## src/rtl/runner_pkg.sv

```systemverilog
// Shared types and constants for the side-scrolling runner game core.
package runner_pkg;

  typedef enum logic [1:0] {
    ST_GROUND = 2'd0,
    ST_RISE   = 2'd1,
    ST_FALL   = 2'd2,
    ST_DEAD   = 2'd3
  } runner_state_t;

  // {R[1:0],G[1:0],B[1:0]}
  localparam logic [5:0] BLACK = 6'b000000;
  localparam logic [5:0] WHITE = 6'b111111;
  localparam logic [5:0] RED   = 6'b110000;
  localparam logic [5:0] GREEN = 6'b001100;

  localparam int FLOOR_H = 10;

endpackage

```

## src/rtl/runner_jump_physics.sv

```systemverilog
// Player jump FSM: height above the floor and vertical velocity, stepped once per frame tick.
module runner_jump_physics
  import runner_pkg::*;
#(
  parameter int JUMP_V0 = 12,
  parameter int GRAVITY = 1,
  parameter int MAX_H   = 310
) (
  input  logic          clk,
  input  logic          rst_n,
  input  logic          tick,
  input  logic          jump_s,
  input  logic          collide,
  input  logic          restart,
  output logic [9:0]    height,
  output logic          dead,
  output runner_state_t state
);

  localparam logic signed [11:0] V0   = 12'(JUMP_V0);
  localparam logic signed [11:0] G    = 12'(GRAVITY);
  localparam logic        [11:0] HMAX = 12'(MAX_H);

  logic signed [11:0] vel;
  logic signed [11:0] vel_rise;
  logic signed [11:0] vel_fall;
  logic        [11:0] h_sum;
  logic        [11:0] h_rise;
  logic        [11:0] h_fall;

  // Rising height is clamped so the player box never leaves the top of the screen.
  always_comb begin
    vel_rise = vel - G;
    vel_fall = vel + G;
    h_sum    = {2'b00, height} + $unsigned(vel);
    h_rise   = (h_sum > HMAX) ? HMAX : h_sum;
    h_fall   = ({2'b00, height} > $unsigned(vel_fall)) ?
               ({2'b00, height} - $unsigned(vel_fall)) : 12'd0;
  end

  always_ff @(posedge clk) begin
    if (!rst_n) begin
      state  <= ST_GROUND;
      height <= '0;
      vel    <= '0;
      dead   <= 1'b0;
    end else if (state == ST_DEAD) begin
      if (restart) begin
        state  <= ST_GROUND;
        height <= '0;
        vel    <= '0;
        dead   <= 1'b0;
      end
    end else if (tick) begin
      if (collide) begin
        state <= ST_DEAD;
        dead  <= 1'b1;
      end else begin
        case (state)
          ST_GROUND: begin
            if (jump_s) begin
              state <= ST_RISE;
              vel   <= V0;
            end
          end
          ST_RISE: begin
            height <= h_rise[9:0];
            if (vel_rise <= 12'sd0) begin
              state <= ST_FALL;
              vel   <= '0;
            end else begin
              vel <= vel_rise;
            end
          end
          ST_FALL: begin
            height <= h_fall[9:0];
            if (h_fall == 12'd0) begin
              state <= ST_GROUND;
              vel   <= '0;
            end else begin
              vel <= vel_fall;
            end
          end
          default: ;
        endcase
      end
    end
  end

endmodule

```

## src/rtl/runner_game_core.sv

```systemverilog
// Runner game core: button sync, scrolling obstacles, score, collision and per-pixel drawing.
module runner_game_core
  import runner_pkg::*;
#(
  parameter int GROUND_Y     = 330,
  parameter int PLAYER_X     = 310,
  parameter int PLAYER_W     = 20,
  parameter int PLAYER_H     = 20,
  parameter int JUMP_V0      = 12,
  parameter int GRAVITY      = 1,
  parameter int OBST_PERIOD  = 64,
  parameter int OBST_W       = 10,
  parameter int OBST_H       = 15,
  parameter int SCROLL_SPEED = 2,
  parameter int SCORE_W      = 8
) (
  input  logic               clk,
  input  logic               rst_n,
  input  logic               frame_tick,
  input  logic [9:0]         pix_x,
  input  logic [9:0]         pix_y,
  input  logic               video_active,
  input  logic               jump_btn,
  input  logic               restart_btn,
  output logic [5:0]         rgb,
  output logic [SCORE_W-1:0] score,
  output logic               game_over
);

  localparam int SCR_W = $clog2(OBST_PERIOD);
  localparam logic [10:0]    GY    = 11'(GROUND_Y);
  localparam logic [10:0]    PX    = 11'(PLAYER_X);
  localparam logic [10:0]    PW    = 11'(PLAYER_W);
  localparam logic [10:0]    PH    = 11'(PLAYER_H);
  localparam logic [10:0]    OP    = 11'(OBST_PERIOD);
  localparam logic [10:0]    OW    = 11'(OBST_W);
  localparam logic [10:0]    OH    = 11'(OBST_H);
  localparam logic [10:0]    FH    = 11'(FLOOR_H);
  localparam logic [SCR_W:0] SPEED = (SCR_W+1)'(SCROLL_SPEED);

  logic jump_meta, jump_s;
  logic rbtn_meta, rbtn_sync, rbtn_prev;
  logic restart;

  always_ff @(posedge clk) begin
    if (!rst_n) begin
      jump_meta <= 1'b0;
      jump_s    <= 1'b0;
      rbtn_meta <= 1'b0;
      rbtn_sync <= 1'b0;
      rbtn_prev <= 1'b0;
    end else begin
      jump_meta <= jump_btn;
      jump_s    <= jump_meta;
      rbtn_meta <= restart_btn;
      rbtn_sync <= rbtn_meta;
      rbtn_prev <= rbtn_sync;
    end
  end

  assign restart = rbtn_sync & ~rbtn_prev;

  logic [9:0]    height;
  logic          dead;
  logic          collide;
  runner_state_t phys_state;

  runner_jump_physics #(
    .JUMP_V0 (JUMP_V0),
    .GRAVITY (GRAVITY),
    .MAX_H   (GROUND_Y - PLAYER_H)
  ) u_phys (
    .clk     (clk),
    .rst_n   (rst_n),
    .tick    (frame_tick),
    .jump_s  (jump_s),
    .collide (collide),
    .restart (restart),
    .height  (height),
    .dead    (dead),
    .state   (phys_state)
  );

  assign game_over = (phys_state == ST_DEAD);

  logic [SCR_W-1:0] scroll;
  logic [SCR_W:0]   scroll_sum;
  logic [10:0]      px, py, p_top, p_bot, ob_col;
  logic             in_player, in_obst, in_floor;
  logic [5:0]       colour;

  always_comb begin
    scroll_sum = {1'b0, scroll} + SPEED;
    px         = {1'b0, pix_x};
    py         = {1'b0, pix_y};
    p_bot      = GY - {1'b0, height};
    p_top      = p_bot - PH;
    ob_col     = (px + {{(11-SCR_W){1'b0}}, scroll}) & (OP - 11'd1);
    in_player  = (px >= PX) && (px < PX + PW) && (py >= p_top) && (py < p_bot);
    in_obst    = (ob_col >= OP - OW) && (py >= GY - OH) && (py < GY);
    in_floor   = (py >= GY) && (py <= GY + FH);
    colour     = BLACK;
    if (in_player)     colour = dead ? RED : GREEN;
    else if (in_obst)  colour = RED;
    else if (in_floor) colour = WHITE;
  end

  // A tick that finds a pending collision freezes the whole game at that frame.
  always_ff @(posedge clk) begin
    if (!rst_n) begin
      scroll  <= '0;
      score   <= '0;
      collide <= 1'b0;
      rgb     <= BLACK;
    end else begin
      rgb <= video_active ? colour : BLACK;
      if (dead && restart) begin
        scroll  <= '0;
        score   <= '0;
        collide <= 1'b0;
      end else if (frame_tick && !dead) begin
        if (!collide) begin
          scroll <= scroll_sum[SCR_W-1:0];
          if (scroll_sum[SCR_W] && (score != {SCORE_W{1'b1}}))
            score <= score + SCORE_W'(1);
        end
        collide <= 1'b0;
      end else if (video_active && in_player && in_obst) begin
        collide <= 1'b1;
      end
    end
  end

endmodule
```

## config.mk

```make
export PLATFORM = sky130hd
export DESIGN_NAME = runner_game_core
export DESIGN_NICKNAME = d
export VERILOG_FILES = /design/src/rtl/runner_pkg.sv /design/src/rtl/runner_jump_physics.sv /design/src/rtl/runner_game_core.sv
export SDC_FILE = /design/constraint.sdc
export NUM_CORES = 1
export LEC_CHECK = 0
export BUFFER_PORTS_ARGS = -buffer_cell sky130_fd_sc_hd__buf_4
export CAP_MARGIN = 20
export CORE_MARGIN = 5
export CORE_UTILIZATION = 29
export CTS_BUF_LIST = sky130_fd_sc_hd__clkbuf_4 sky130_fd_sc_hd__clkbuf_8
export DETAILED_ROUTE_END_ITERATION = 6
export GPL_TIMING_DRIVEN = 0
export PLACE_DENSITY = 0.45
export SYNTH_ARGS = -nofsm -noshare
export SYNTH_HDL_FRONTEND = slang
export SYNTH_SLANG_ARGS = --single-unit
```

## constraint.sdc

```tcl
create_clock -name clk -period 9.73 [get_ports clk]
set_input_delay 0.4865 -clock clk [delete_from_list [all_inputs] [get_ports clk]]
set_output_delay 0.4865 -clock clk [all_outputs]
set_load 0.05 [all_outputs]
```

# Word level (Yosys, flattened, before mapping)
# Index checks and enable logic that the tools add are counted.
# totals
reg_bits,51
out_inout_bits,15
elab_cells,107
# op_classes
add_sub_neg,9
magnitude_cmp,12
n_eq_ne,10
n_mux,31
bitwise,4
n_reduce_logical,28
# ops
operator,count
two-way mux 12 bit,8
two-way mux 10 bit,5
case mux 12 bit (3 select lines),1
>= comparator 10 x 9 -> 1 bit (second input constant),3
two-way mux 6 bit,4
< comparator 10 x 9 -> 1 bit (second input constant),2
case mux 10 bit (2 select lines),1
two-way mux 2 bit,7
adder 10 x 12 -> 12 bit,1
adder 12 x 2 -> 12 bit (second input constant),1
> comparator 10 x 12 -> 1 bit,1
> comparator 12 x 9 -> 1 bit (second input constant),1
less-or-equal comparator 12 x 1 -> 1 bit (second input constant),1
zero test 12 bit,1
subtractor 10 x 12 -> 12 bit,1
subtractor 12 x 2 -> 12 bit (second input constant),1
>= comparator 10 x 11 -> 1 bit,1
logical AND 1 bit,11
< comparator 10 x 11 -> 1 bit,1
subtractor 11 x 5 -> 11 bit (second input constant),1
subtractor 9 x 10 -> 11 bit (first input constant),1
less-or-equal comparator 10 x 9 -> 1 bit (second input constant),1
adder 8 x 1 -> 8 bit (second input constant),1
inequality test 4 x 3 -> 1 bit (second input constant),2
other kinds (27),36

# Depth between registers and ports, before layout
# logic_depth
depth_word,9
mapped_depth,15
mapped_depth_nobuf,15

# By module
# From an unflattened synthesis, not the netlist that was laid out.
# hier_totals
cells_unflattened,589
area_unflattened_um2,4743.3
# by_module_without_submodules
mod,n_inst,cells_each,area_per_inst_um2
runner_jump_physics,1,370,2845.2
runner_game_core,1,219,1898.1

# Worst setup path before layout
# Ideal clock, no wire load.
# synth_path
path_type,reg-to-reg
from,register u_phys.vel[1]
to,register u_phys.vel[3]
setup_ns,0.117
arrival_ns,3.505
setup_slack_ns,6.109
stages_incl_launch_ff,16
n_path_buf,2
cell_sequence,dfxtp_1 > ha_1 > nand3_1 > nor2_1 > xnor2_1 > ha_1 > clkbuf_1 > nor3b_1 > a311o_1 > a311oi_1 > o221ai_1 > nor4_1 > or2_2 > clkbuf_1 > o21ai_0 > a22o_1
# synth_via
elab_chain_len,9
word_cells_on_any_way,13
# synth_lines
element,line,rtl
"start, declared",runner_jump_physics.sv:24,logic signed [11:0] vel;
"start signal, assigned",runner_jump_physics.sv:72,vel <= vel_rise;
"start signal, assigned",runner_jump_physics.sv:81,vel <= vel_fall;
adder 12 x 2 -> 12 bit,runner_jump_physics.sv:34,vel_fall = vel + G;
subtractor 10 x 12 -> 12 bit or > comparator 10 x 12 -> 1 bit (tied branches),"runner_jump_physics.sv:38, runner_jump_physics.sv:37",
two-way mux 12 bit,runner_jump_physics.sv:37,"h_fall = ({2'b00, height} > $unsigned(vel_fall)) ?"
zero test 12 bit,runner_jump_physics.sv:77,if (h_fall == 12'd0) begin
two-way mux 12 bit,runner_jump_physics.sv:77,
case mux 12 bit (3 select lines) (*),runner_jump_physics.sv:59,case (state)
two-way mux 12 bit (*),runner_jump_physics.sv:55,if (collide) begin
two-way mux 12 bit (*),runner_jump_physics.sv:54,end else if (tick) begin
two-way mux 12 bit (*),runner_jump_physics.sv:47,end else if (state == ST_DEAD) begin
# Every way passes the cells marked *; elsewhere a longest branch is shown, timed or not. The select of a mux whose other input is x is not followed.
# A chain may end at the register's enable or synchronous reset.

# Final worst setup path
# Same ends and word-level chain as after synthesis.

==> flow_summary.toml <==
[clock_network]
path_clk_slew_ns = 0.11
post-cts-setup-buffer-count = 0
cts_root_buf = "clkbuf_8"
clock_sinks = 47
cts_tree = "built"
cts_buffers = 5
clockBufferDepth = 2
clk_latency_ns = 0.33
cts.htree.levels = 2
postCtsHoldBufs = 0
cts.repair.resized = 0

[timing]
tns_ns = 0
slew_headroom_pct = 28.49
holdWs_ns = 0.3568
timing.final.crit_share_pct = 49.92
fmax_ghz = 0.2059
tightest_slew_ns = 1.063
setup_viol = 0
layout_setup_ws_ns = 4.872
final-hold-violation-count = 0
skew_ns = 0.01264
fin_crit_ns = 4.858
maxSlewViolCount = 0
grt_setup_unrepaired = "no"

[setup_path]
cp_cell_sequence = "ha_1 > nand3_1 > nor2_1 > xnor2_1 > ha_1 > clkbuf_1 > a21oi_1 > a21boi_0 > o21a_1 > o311ai_0 > nor4_1 > or2_2 > clkbuf_1 > o21ai_0 > a22o_1"
cp_max_fo = 10
cp.required_ns = 9.97
reg2reg_from = "u_phys.vel[1]"
cp-end-kind = "register"
arrival_ns = 5.09
worst-setup-path-type = "register to register"
slowest_stage = "nor4_1"
ff2ff_setup_slack_ns = 4.87
ff2ff_path_depth = 15
r2r_end = "u_phys.vel[3]"
cp-start-kind = "register"
max_stage_delay_ns = 0.97

[drt]
drcViolationCount = 0
ant_nets = 0
firstDrtPassIters = 5
vias_per_cell = 5.151
wl_um = 13130
vias = 4301
wl_per_cell_um = 15.72
drt_iter0_drc = 234

[run_status]
status = "complete, no violations"

[global_route]
grt_pass1_wl_um = 21260
grt_pass1_vias = 4097
track_usage_pct = 14.49
antenna_found_initial = 0
globalRouteOverflowTotal = 0
grt_max_degree = 17

[placement]
dp_hpwl_um = 10720
place.gp.congestion = 0.8265
portBuffers = 39
place_ws_ns = 4.925

[worst_hold_path]
worstHoldEndpoint = "jump_meta"
min_path_type = "primary input to register"
hold-path-cell-count = 2
worstHoldStart = "jump_btn"

[synthesis]
netlist_area_um2 = 4564
async_flop_share_pct = 0
syn_area_per_cell_um2 = 7.924
yosysSeqAreaShare_pct = 20.61
syn-num-nets = 657
synth-edff-count = 0
synth_top_flop_cell = "dfxtp_1"
synth_cell_types = 70
yosysWarnings = 0
syn_inst = 576
synth-seq-cells = 47

[finish]
nets = 704
syn2layout_area_growth_pct = 14.91
fillCellCount = 1679
fin_util_pct = 34.25
n_antenna_cell = 0
multi_input_area_um2 = 3433
layout-drive-gt1-share_pct = 11.38
ff_latch_area_um2 = 940.9

[power]
p_per_area_nw_per_um2 = 81.86
p_leak_nw = 2.182
power_mw = 0.4294
vdd_drop_max_mv = 0.04858

[job]
cap_violations = 0

[floorplan]
start_util_pct = 29.80
ioPinCount = 41
die_area_um2 = 18350
die_h_um = 135.5
coreArea_um2 = 15310
rows = 45
die_w_um = 135.5
[worst max-delay path: cells and delay by family (launching register included)]
kind,cells,cell delay (ns)
compound gates,6,1.30
buf+inv,2,0.62
xor+xnor,1,0.11
flops,1,0.63
simple gates,4,1.50
fa+ha+maj,2,0.59
[metal layers]
layer / global-route usage (%) / share of wire, % / vias up
li1: - / - / 2222
met3: 2.303 / 3.8 / 10
met4: 3.919 / 1.3 / 0
met2: 24.12 / 46 / 67
met5: 0 / 0 / -
met1: 19.45 / 48 / 2002
[area by class of cell]
cell class	instances	share of cell area (%)
Tap cell	211	5.033
Clock inverter	3	0.9065
Clock buffer	5	1.312
Timing Repair Buffer	40	5.725
Buffer	22	1.837
Sequential cell	47	17.94
Multi-Input combinational cell	482	65.46
Inverter	25	1.789
[cells in the mapped netlist, types with 3 or more instances]
library cell	count	area (um^2)
a2111oi_0	3	26.28
a211oi_1	10	75.07
a21boi_0	4	30.03
a21o_1	10	75.07
a21oi_1	25	125.1
a22o_1	9	78.83
a311oi_1	3	26.28
a31oi_1	9	56.30
a32o_1	3	30.03
and2_1	8	50.05
and3_1	5	31.28
buf_4	3	22.52
clkbuf_1	15	56.30
dfxtp_1	47	940.9
fa_1	3	60.06
ha_1	52	650.6
inv_1	24	90.09
mux2i_1	5	50.05
nand2_1	39	146.4
nand2b_1	12	75.07
nand3_1	18	90.09
nand4_1	7	43.79
nor2_1	58	217.7
nor2b_1	12	75.07
nor3_1	12	60.06
nor3b_1	4	30.03
nor4_1	9	56.30
o2111ai_1	4	35.03
o21a_1	6	45.04
o21ai_0	32	160.2
o22ai_1	6	37.54
o311ai_0	3	26.28
o31a_1	5	43.79
o31ai_1	7	52.55
or2_2	4	25.02
or3_1	3	18.77
or4b_2	3	30.03
xnor2_1	30	262.8
xor2_1	23	201.4
[cell usage in the layout, fill, tap and decap left out, types with 8 or more instances in the layout]
| cell type | n |
|---|---|
| a31oi_1 | 9 |
| ha_1 | 52 |
| nand2_1 | 39 |
| nand2b_1 | 12 |
| nor4_1 | 9 |
| nor2_1 | 58 |
| nand3_1 | 18 |
| a21oi_1 | 25 |
| and2_1 | 8 |
| o21ai_0 | 32 |
| a21o_1 | 10 |
| xor2_1 | 23 |
| inv_1 | 24 |
| clkbuf_1 | 15 |
| nor3_1 | 12 |
| a22o_1 | 9 |
| nor2b_1 | 12 |
| a211oi_1 | 10 |
| buf_4 | 42 |
| dfxtp_1 | 47 |
| xnor2_1 | 30 |
[power by group]
group	switching, mW	total [mW]	internal (mW)
Combinational	0.0393	0.0713	0.0320
Sequential	0.00321	0.198	0.195
Clock	0.0815	0.160	0.0781
Total	0.124	0.429	0.305
[per-stage QoR]
stage                     instances  cell area, um^2
after global placement          826             5121
after CTS                       834             5238
final                           835             5245
after detailed placement        826             5121
after floorplan                 576             4564
after global routing            835             5245
[registers in the layout, summed over array words and instances (netlist names)]
register,count
jump_s,1
collide,1
u_phys.state,2
rbtn_prev,1
u_phys.height,10
u_phys.dead,1
rbtn_meta,1
scroll,5
rgb,3
score,8
u_phys.vel,12
jump_meta,1
rbtn_sync,1
[kinds of logic (layout without fill, tap and decap cells)]
kind of cell    Yosys count  after routing  synth area share, %
fa+ha+maj                55             55                15.57
simple gates            206            206                23.16
xor+xnor                 53             53                10.17
compound gates          161            161                24.73
buf+inv                  47             95                4.167
mux                       7              7                1.590
flops                    47             47                20.61
[how the worst max path moves through the flow]
stage                        startpoint       endpoint  slack, ns  cells past startpoint
final                     u_phys.vel[1]  u_phys.vel[3]       4.87                     15
after CTS                 u_phys.vel[1]  u_phys.vel[3]       4.90                     15
after detailed placement  u_phys.vel[1]  u_phys.vel[3]       4.93                     15
after global routing      u_phys.vel[1]  u_phys.vel[3]       4.53                     15
after floorplan           u_phys.vel[1]  u_phys.vel[3]       6.11                     15
after global placement    u_phys.vel[1]  u_phys.vel[3]       4.94                     14
Note: power is estimated with default switching activity, not from simulation.
